--- src/rtl/sdiv_pkg.sv ---
// Shared types and constants for the sequential signed divider sdiv16x8.
package sdiv_pkg;

  localparam int unsigned DIVIDEND_W_DEF = 16;
  localparam int unsigned DIVISOR_W_DEF  = 8;

  localparam logic [DIVISOR_W_DEF-1:0] Q_MAX = 8'h7F;
  localparam logic [DIVISOR_W_DEF-1:0] Q_MIN = 8'h80;

  typedef enum logic [1:0] {
    IDLE,
    ITER,
    FIX,
    DONE
  } state_t;

endpackage

--- src/rtl/full_adder.sv ---
// One-bit full adder cell shared with the mult8bw multiplier array.
module full_adder (
  input  logic i_a,
  input  logic i_b,
  input  logic i_c,
  output logic o_s,
  output logic o_c
);

  assign o_s = i_a ^ i_b ^ i_c;
  assign o_c = (i_a & i_b) | (i_c & (i_a ^ i_b));

endmodule

--- src/rtl/trial_sub9.sv ---
// Ripple trial subtractor a - b built from full_adder cells; o_nonneg is the no-borrow flag.
module trial_sub9 #(
  parameter int unsigned W = 9
) (
  input  logic [W-1:0] i_a,
  input  logic [W-1:0] i_b,
  output logic [W-1:0] o_diff,
  output logic         o_nonneg
);

  logic [W:0] w_c;

  // a + ~b + 1: carry-out set means a >= b for unsigned operands
  assign w_c[0] = 1'b1;

  for (genvar i = 0; i < W; i++) begin : g_bit
    full_adder u_fa (
      .i_a (i_a[i]),
      .i_b (~i_b[i]),
      .i_c (w_c[i]),
      .o_s (o_diff[i]),
      .o_c (w_c[i+1])
    );
  end

  assign o_nonneg = w_c[W];

endmodule

--- src/rtl/sdiv16x8.sv ---
// Sequential signed divider: restoring division on magnitudes, one quotient bit per cycle,
// sign fix-up and saturation in a final cycle, valid/ready on both sides.
module sdiv16x8
  import sdiv_pkg::*;
#(
  parameter int unsigned DIVIDEND_W = DIVIDEND_W_DEF,
  parameter int unsigned DIVISOR_W  = DIVISOR_W_DEF
) (
  input  logic                  clk,
  input  logic                  rst,
  input  logic                  in_valid,
  output logic                  in_ready,
  input  logic [DIVIDEND_W-1:0] dividend,
  input  logic [DIVISOR_W-1:0]  divisor,
  output logic                  out_valid,
  input  logic                  out_ready,
  output logic [DIVISOR_W-1:0]  quotient,
  output logic [DIVISOR_W-1:0]  remainder,
  output logic                  div_zero,
  output logic                  ovf
);

  localparam int unsigned CNT_W = $clog2(DIVIDEND_W);
  localparam int unsigned RW    = DIVISOR_W + 1;

  if ((DIVIDEND_W != 2 * DIVISOR_W) || (DIVISOR_W != DIVISOR_W_DEF)) begin : g_bad_width
    $error("sdiv16x8: DIVIDEND_W must be 2*DIVISOR_W and DIVISOR_W must match Q_MAX/Q_MIN width");
  end

  state_t                r_state;
  logic [DIVIDEND_W-1:0] r_a_mag;
  logic [DIVIDEND_W-1:0] r_q;
  logic [DIVISOR_W-1:0]  r_b_mag;
  logic [DIVISOR_W-1:0]  r_rem;
  logic [DIVISOR_W-1:0]  r_dlo;
  logic                  r_sa;
  logic                  r_sb;
  logic                  r_dz;
  logic [CNT_W-1:0]      r_cnt;

  logic [DIVIDEND_W-1:0] w_a_abs;
  logic [DIVISOR_W-1:0]  w_b_abs;
  logic [RW-1:0]         w_shift;
  logic [RW-1:0]         w_diff;
  logic                  w_nonneg;
  logic                  w_qs;
  logic [DIVISOR_W-1:0]  w_q_lo;
  logic [DIVISOR_W-1:0]  w_q_fix;
  logic [DIVISOR_W-1:0]  w_r_fix;
  logic                  w_ovf;
  logic                  w_unused;

  // -32768 and -128 negate to 0x8000 / 0x80, which are correct as unsigned magnitudes
  assign w_a_abs = dividend[DIVIDEND_W-1] ? ('0 - dividend) : dividend;
  assign w_b_abs = divisor[DIVISOR_W-1]   ? ('0 - divisor)  : divisor;

  assign w_shift = {r_rem, r_a_mag[DIVIDEND_W-1]};

  trial_sub9 #(
    .W (RW)
  ) u_sub (
    .i_a      (w_shift),
    .i_b      ({1'b0, r_b_mag}),
    .o_diff   (w_diff),
    .o_nonneg (w_nonneg)
  );

  // A kept difference is below |divisor| <= 128, so its top bit is always clear
  assign w_unused = w_diff[DIVISOR_W];

  assign w_qs    = r_sa ^ r_sb;
  assign w_q_lo  = r_q[DIVISOR_W-1:0];
  assign w_q_fix = w_qs ? ('0 - w_q_lo) : w_q_lo;
  assign w_r_fix = r_sa ? ('0 - r_rem) : r_rem;
  assign w_ovf   = w_qs ? (r_q > DIVIDEND_W'(Q_MIN)) : (r_q > DIVIDEND_W'(Q_MAX));

  assign in_ready  = (r_state == IDLE);
  assign out_valid = (r_state == DONE);

  always_ff @(posedge clk or posedge rst) begin
    if (rst) begin
      r_state   <= IDLE;
      r_a_mag   <= '0;
      r_q       <= '0;
      r_b_mag   <= '0;
      r_rem     <= '0;
      r_dlo     <= '0;
      r_sa      <= 1'b0;
      r_sb      <= 1'b0;
      r_dz      <= 1'b0;
      r_cnt     <= '0;
      quotient  <= '0;
      remainder <= '0;
      div_zero  <= 1'b0;
      ovf       <= 1'b0;
    end else begin
      case (r_state)
        IDLE: begin
          if (in_valid) begin
            r_a_mag <= w_a_abs;
            r_b_mag <= w_b_abs;
            r_sa    <= dividend[DIVIDEND_W-1];
            r_sb    <= divisor[DIVISOR_W-1];
            r_dz    <= (divisor == '0);
            r_dlo   <= dividend[DIVISOR_W-1:0];
            r_q     <= '0;
            r_rem   <= '0;
            r_cnt   <= '0;
            r_state <= ITER;
          end
        end
        ITER: begin
          r_rem   <= w_nonneg ? w_diff[DIVISOR_W-1:0] : w_shift[DIVISOR_W-1:0];
          r_q     <= {r_q[DIVIDEND_W-2:0], w_nonneg};
          r_a_mag <= {r_a_mag[DIVIDEND_W-2:0], 1'b0};
          r_cnt   <= r_cnt + 1'b1;
          if (r_cnt == CNT_W'(DIVIDEND_W - 1)) begin
            r_state <= FIX;
          end
        end
        FIX: begin
          if (r_dz) begin
            quotient  <= r_sa ? Q_MIN : Q_MAX;
            remainder <= r_dlo;
            div_zero  <= 1'b1;
            ovf       <= 1'b0;
          end else if (w_ovf) begin
            quotient  <= w_qs ? Q_MIN : Q_MAX;
            remainder <= '0;
            div_zero  <= 1'b0;
            ovf       <= 1'b1;
          end else begin
            quotient  <= w_q_fix;
            remainder <= w_r_fix;
            div_zero  <= 1'b0;
            ovf       <= 1'b0;
          end
          r_state <= DONE;
        end
        DONE: begin
          if (out_ready) begin
            r_state <= IDLE;
          end
        end
        default: r_state <= IDLE;
      endcase
    end
  end

endmodule

--- config.mk ---
export PLATFORM = sky130hd
export DESIGN_NAME = sdiv16x8
export DESIGN_NICKNAME = d
export VERILOG_FILES = /design/src/rtl/sdiv_pkg.sv /design/src/rtl/full_adder.sv /design/src/rtl/trial_sub9.sv /design/src/rtl/sdiv16x8.sv
export SDC_FILE = /design/constraint.sdc
export NUM_CORES = 1
export LEC_CHECK = 0
export ABC_AREA = 1
export BUFFER_PORTS_ARGS = -buffer_cell sky130_fd_sc_hd__buf_2
export CAP_MARGIN = 20
export CORE_ASPECT_RATIO = 1.5
export CORE_MARGIN = 4
export CORE_UTILIZATION = 57
export DETAILED_ROUTE_END_ITERATION = 6
export GPL_TIMING_DRIVEN = 0
export PLACE_DENSITY = 0.78
export SLEW_MARGIN = 25
export SYNTH_ARGS = -nofsm -noshare
export SYNTH_HDL_FRONTEND = slang
export SYNTH_SLANG_ARGS = --single-unit
--- constraint.sdc ---
create_clock -name clk -period 5.47 [get_ports clk]
set_clock_uncertainty 0.05 [all_clocks]
set_input_delay 1.094 -clock clk [delete_from_list [all_inputs] [get_ports clk]]
set_output_delay 1.094 -clock clk [all_outputs]
set_load 0.01 [all_outputs]
# Yosys cells after proc, flatten, opt, wreduce, memory -nomap -nowiden
# Cells that the tools add are included.
dict set report classes {
  n_addsub 5
  mul 0
  div 0
  n_lt_le_gt_ge 2
  eq_ne 7
  n_shift 0
  muxes 27
  bitwise_logic 51
  n_reduce_logical 6
}
# op count
set op_table {}
lappend op_table {{$mux 8} 11}
lappend op_table {{$pmux 16 s2} 2}
lappend op_table {{$mux 16} 3}
lappend op_table {{$sub 1x8->8 const A} 3}
lappend op_table {{$and 1x1->1} 16}
lappend op_table {{$gt 16x7->1 const B} 1}
lappend op_table {{$gt 16x8->1 const B} 1}
lappend op_table {{$pmux 8 s2} 1}
lappend op_table {{$sub 1x16->16 const A} 1}
lappend op_table {{$xor 1x1->1} 16}
lappend op_table {{$not 1->1} 10}
lappend op_table {{$or 1x1->1} 9}
lappend op_table {{$logic_not 8->1} 1}
lappend op_table {{$pmux 2 s4} 1}
lappend op_table {{$pmux 4 s2} 1}
lappend op_table {{$mux 2} 3}
lappend op_table {{$add 4x1->4 const B} 1}
lappend op_table {{$eq 2x2->1 const B} 2}
lappend op_table {{$eq 4x4->1 const B} 1}
lappend op_table {{$mux 1} 4}
lappend op_table {{$mux 4} 1}
lappend op_table {{$ne 2x2->1 const B} 2}
lappend op_table {{$reduce_and 2->1} 2}
lappend op_table {{$reduce_and 3->1} 1}
lappend op_table {{4 further kinds} 4}
dict set report totals {
  register_bits 83
  latch_bits 0
  ram_bits 0
  mem_bits_ro 0
  out_inout_bits 20
  memories 0
}

# Depth between registers and ports, before layout
dict set report depth {
  word_depth 21
  depth_mapped 15
}

# Modules after synthesis
# Synthesis repeated with hierarchy kept, for this count alone.
dict set report hier_totals {
  hier_cells 569
  area_unflattened_um2 4616.9
}
# module instances cells_each area_each_um2 seq_area_each_um2
set by_module_without_submodules {}
lappend by_module_without_submodules {sdiv16x8 1 550 4399.2 2077.0}
lappend by_module_without_submodules {full_adder 9 1 20.0 0.0}
lappend by_module_without_submodules {trial_sub9 1 10 37.5 0.0}

# Worst setup path after synthesis
# No wires, ideal clock.
dict set report synth_path {
  path_kind {reg2reg}
  startpoint {register r_a_mag[15]}
  endpoint {register r_rem[0]}
  setup_ps 129
  arrival_ps 3987
  t_required_ps 5291
  path_slack_ps 1304
  path_stages_with_launch 16
  path_buffers 1
  period_less_slack_ps 4166
  cell_sequence {dfrtp_1 -> inv_1 -> ha_1 -> inv_1 -> fa_1 -> fa_1 -> fa_1 -> fa_1 -> fa_1 -> fa_1 -> fa_1 -> nor2_1 -> clkbuf_1 -> nor2_1 -> a21oi_1 -> o22ai_1}
}
dict set report synth_via {
  elab_chain_cells 20
  word_cells_on_any_way 22
  cone_classes {2 x mux; 20 x bitwise}
}
# element line_no
set synth_lines {}
lappend synth_lines {{start, declared} sdiv16x8.sv:31} ;# logic [DIVIDEND_W-1:0] r_a_mag;
lappend synth_lines {{start signal, assigned} sdiv16x8.sv:100} ;# r_a_mag <= w_a_abs;
lappend synth_lines {{start signal, assigned} sdiv16x8.sv:115} ;# r_a_mag <= {r_a_mag[DIVIDEND_W-2:0], 1'b0};
lappend synth_lines {{$and 1x1->1 / $xor 1x1->1 (equally long branches)} {full_adder.sv:11, full_adder.sv:10}}
lappend synth_lines {{$or 1x1->1} full_adder.sv:11} ;# assign o_c = (i_a & i_b) | (i_c & (i_a ^ i_b));
lappend synth_lines {{$and 1x1->1} full_adder.sv:11}
lappend synth_lines {{$or 1x1->1} full_adder.sv:11}
lappend synth_lines {{$and 1x1->1} full_adder.sv:11}
lappend synth_lines {{$or 1x1->1} full_adder.sv:11}
lappend synth_lines {{$and 1x1->1} full_adder.sv:11}
lappend synth_lines {{$or 1x1->1} full_adder.sv:11}
lappend synth_lines {{(+4 left out)} --}
lappend synth_lines {{$and 1x1->1} full_adder.sv:11}
lappend synth_lines {{$or 1x1->1} full_adder.sv:11}
lappend synth_lines {{$and 1x1->1} full_adder.sv:11}
lappend synth_lines {{$or 1x1->1} full_adder.sv:11}
lappend synth_lines {{$and 1x1->1} full_adder.sv:11}
lappend synth_lines {{$or 1x1->1} full_adder.sv:11}
lappend synth_lines {{$mux 8 *} sdiv16x8.sv:113} ;# r_rem <= w_nonneg ? w_diff[DIVISOR_W-1:0] : w_shift[DIVISOR_W-1:0];
lappend synth_lines {{$pmux 8 s2 *} sdiv16x8.sv:97} ;# case (r_state)
lappend synth_lines {{end signal, assigned} sdiv16x8.sv:113}
lappend synth_lines {{end, declared} sdiv16x8.sv:34} ;# logic [DIVISOR_W-1:0] r_rem;
# Every way passes the cells marked *; elsewhere a longest branch is shown, timed or not.
# A chain may end at the register's enable or synchronous reset.

# Worst setup path after layout
# Same ends and word-level chain as after synthesis.

==> results_dict.tcl <==
set metrics [dict create \
    cts_tree "built" \
    cts.path.max_buffers 2 \
    root_buffer "clkbuf_16" \
    critPathLaunchType "register" \
    cts.clk_slew.worst_paths_ps 60 \
    max_freq_ghz 0.208 \
    worst_slack_ps 661 \
    r2r_slack_ps 660 \
    path_buf_inv 3 \
    period_needed_ps 4810 \
    hold_viol 0 \
    start_util 0.594 \
    criticalPathCategory "reg2reg" \
    grt_pass1_wl_um 19500 \
    final-seq-area_um2 2080 \
    clock_sinks 83 \
    ys_seq_area_frac 0.454 \
    nets 680 \
    cp_slowest_cell "fa_1" \
    overflow 0 \
    ys_types 32 \
    rr_worst_depth 15 \
    antenna_found_initial 0 \
    post-route-drc-count 0 \
    grt_max_degree 50 \
    cts.repair.resized 0 \
    critPathCaptureType "register" \
    post_cts_buffers 0 \
    tns_ps 0 \
    syn_inst 576 \
    timing.rr.end "r_rem[0]$_DFFE_PP0P_" \
    crit_arrival_ps 4970 \
    h-tree-depth 3 \
    layout_common_cells "nand2_1 (130), dfrtp_1 (83), inv_1 (57)" \
    hold_depth 2 \
    avgSynthCellArea_um2 7.95 \
    rsz0062_at_grt "false" \
    max_slew_margin 0.655 \
    multi_input_area_um2 2130 \
    wl_um 11500 \
    slew_violations 0 \
    synth_top_family_by_area "simple AND/OR/NAND/NOR gates" \
    dpl-instance-area_um2 4970 \
    yosysTopAreaCell "dfrtp_1" \
    fillers 692 \
    core_um2 7710 \
    design_area_um2 5300 \
    cp_slowest_stage_delay_ps 420 \
    fp.dieH_um 118 \
    setup_viol 0 \
    holdCritStartpoint "r_a_mag[12]$_DFFE_PP0P_" \
    die_w_um 81.2 \
    wl_per_cell_um 15.6 \
    peakVddDrop_mv 0.385 \
    layout_commonest_cell "nand2_1" \
    cpLargestDelayFamily "adder cells" \
    outcome "completed" \
    vias_per_cell 5.66 \
    cts_buffers 9 \
    hold_buffers 0 \
    detail-route-antenna-nets 0 \
    hold_end "r_a_mag[12]$_DFFE_PP0P_" \
    portBuffers 47 \
    synth-adder-area-share 0.0580 \
    vias 4194 \
    power.density_nw_per_um2 703 \
    gp_congestion 0.921 \
    clk-insertion-delay-late_ps 340 \
    rr_startpoint "r_a_mag[15]$_DFFE_PP0P_" \
    drive_gt1_frac 0.164 \
    cp_cell_sequence "inv_1, ha_1, inv_1, fa_1, fa_1, fa_1, fa_1, fa_1, fa_1, fa_1, nor2_1, clkbuf_1, nor2_1, a21oi_1, o22ai_1" \
    ys_warn_count 0 \
    ys_top_cells_by_area "dfrtp_1 (45%), nand2_1 (11%), o21ai_0 (5.0%)" \
    drt-pass1-iter-count 7 \
    worst_pin_slew_ps 518 \
    diodes 0 \
    pre_cts_ws_ps 844 \
    crit_fanout 10 \
    dp_hpwl_um 8730 \
    synth_mux_area_frac 0 \
    synth_compound_area_frac 0.165 \
    fin_crit_sh 0.879 \
    area_growth_syn_to_layout_pct 15.7 \
    synth-xor-area-share 0.0306 \
    synth_top_area_frac 0.454 \
    dieArea_um2 9560 \
    max_cap_viol_count 0 \
    holdCritPathClass "reg2reg" \
    rows 39 \
    drtIter0Drc 283 \
    syn-cell-area_um2 4580 \
    worst_hold_slack_ps 432 \
    mappedNetlistNets 621 \
    critPathRequiredTime_ps 5630 \
    grtUsageTotal 0.264 \
    grt_pass1_vias 4245 \
    leakage_nw 2.65 \
    io_pins 48 \
    cp_common_cell "fa_1" \
    synth-seq-cells 83 \
    synth-simple-area-share 0.212 \
]
==> flip-flops by register name, summed over array words and instances, names as in the netlist <==
| signal | flops |
|---|---|
| r_state | 2 |
| remainder | 8 |
| r_rem | 8 |
| r_dlo | 8 |
| r_a_mag | 16 |
| ovf | 1 |
| r_sa | 1 |
| div_zero | 1 |
| r_sb | 1 |
| quotient | 8 |
| r_dz | 1 |
| r_b_mag | 8 |
| r_q | 16 |
| r_cnt | 4 |
==> final cells by class <==
type / count / area share
repair buffers: 48 / 0.0496
flip-flops and latches: 83 / 0.392
clock buffers: 11 / 0.0477
clock inverters: 4 / 0.0139
inverters: 75 / 0.0536
multi-input cells: 399 / 0.403
well taps: 102 / 0.0241
plain buffers: 19 / 0.0163
==> per-stage QoR <==
step	utilization	cells	power [mW]
finish	0.687	741	3.72
global placement	0.641	725	2.98
floorplan	-	576	2.50
global route	0.687	741	4.06
detailed placement	0.645	726	3.05
CTS	0.687	741	3.74
==> synth_stat cells, drive strengths merged <==
master and number:
ha 10, nor4 1, fa 7, a31oi 2
o41ai 2, a22o 1, dfrtp 83, nand3 28
o21ai 61, nor3 5, clkbuf 9, nand4 5
xor2 16, inv 75, a22oi 1, nor2 56
a211oi 1, o22ai 24, nand2 136, buf 10
o211ai 4, a21oi 39
==> layer usage <==
metal | global-route usage | up-vias | wire (um)
li1 | - | 2004 | -
met1 | 0.287 | 2001 | 4340
met2 | 0.466 | 150 | 6190
met3 | 0.0475 | 39 | 532
met4 | 0.145 | 0 | 480
met5 | 0 | - | 0
==> how the worst max path moves through the flow <==
stage / start / endpoint / cells after the start
6_report: r_a_mag[15]$_DFFE_PP0P_ / r_rem[0]$_DFFE_PP0P_ / 15
5_1_grt: r_a_mag[15]$_DFFE_PP0P_ / r_rem[0]$_DFFE_PP0P_ / 15
4_1_cts: r_a_mag[15]$_DFFE_PP0P_ / r_rem[0]$_DFFE_PP0P_ / 15
3_5_place_dp: r_a_mag[15]$_DFFE_PP0P_ / r_rem[0]$_DFFE_PP0P_ / 15
3_3_place_gp: r_a_mag[15]$_DFFE_PP0P_ / r_rem[0]$_DFFE_PP0P_ / 15
2_1_floorplan: r_a_mag[15]$_DFFE_PP0P_ / r_rem[0]$_DFFE_PP0P_ / 15
==> tightest hold or removal path: stages, from the launching register on <==
cell	delay, ps
dfrtp_1	340
nand2_1	60
nand2_1	50
==> cell families after synthesis <==
family,count (synthesis)
simple gates,231
compound gates,135
buf+inv,94
flops,83
fa+ha+maj,17
xor+xnor,16
==> report_power, final <==
group,switching [mW],internal (mW),leakage [nW]
Clock,0.239,0.422,0.162
Combinational,1.30,0.686,1.44
Sequential,0.170,0.907,1.05
(Power assumes the default switching activity.)
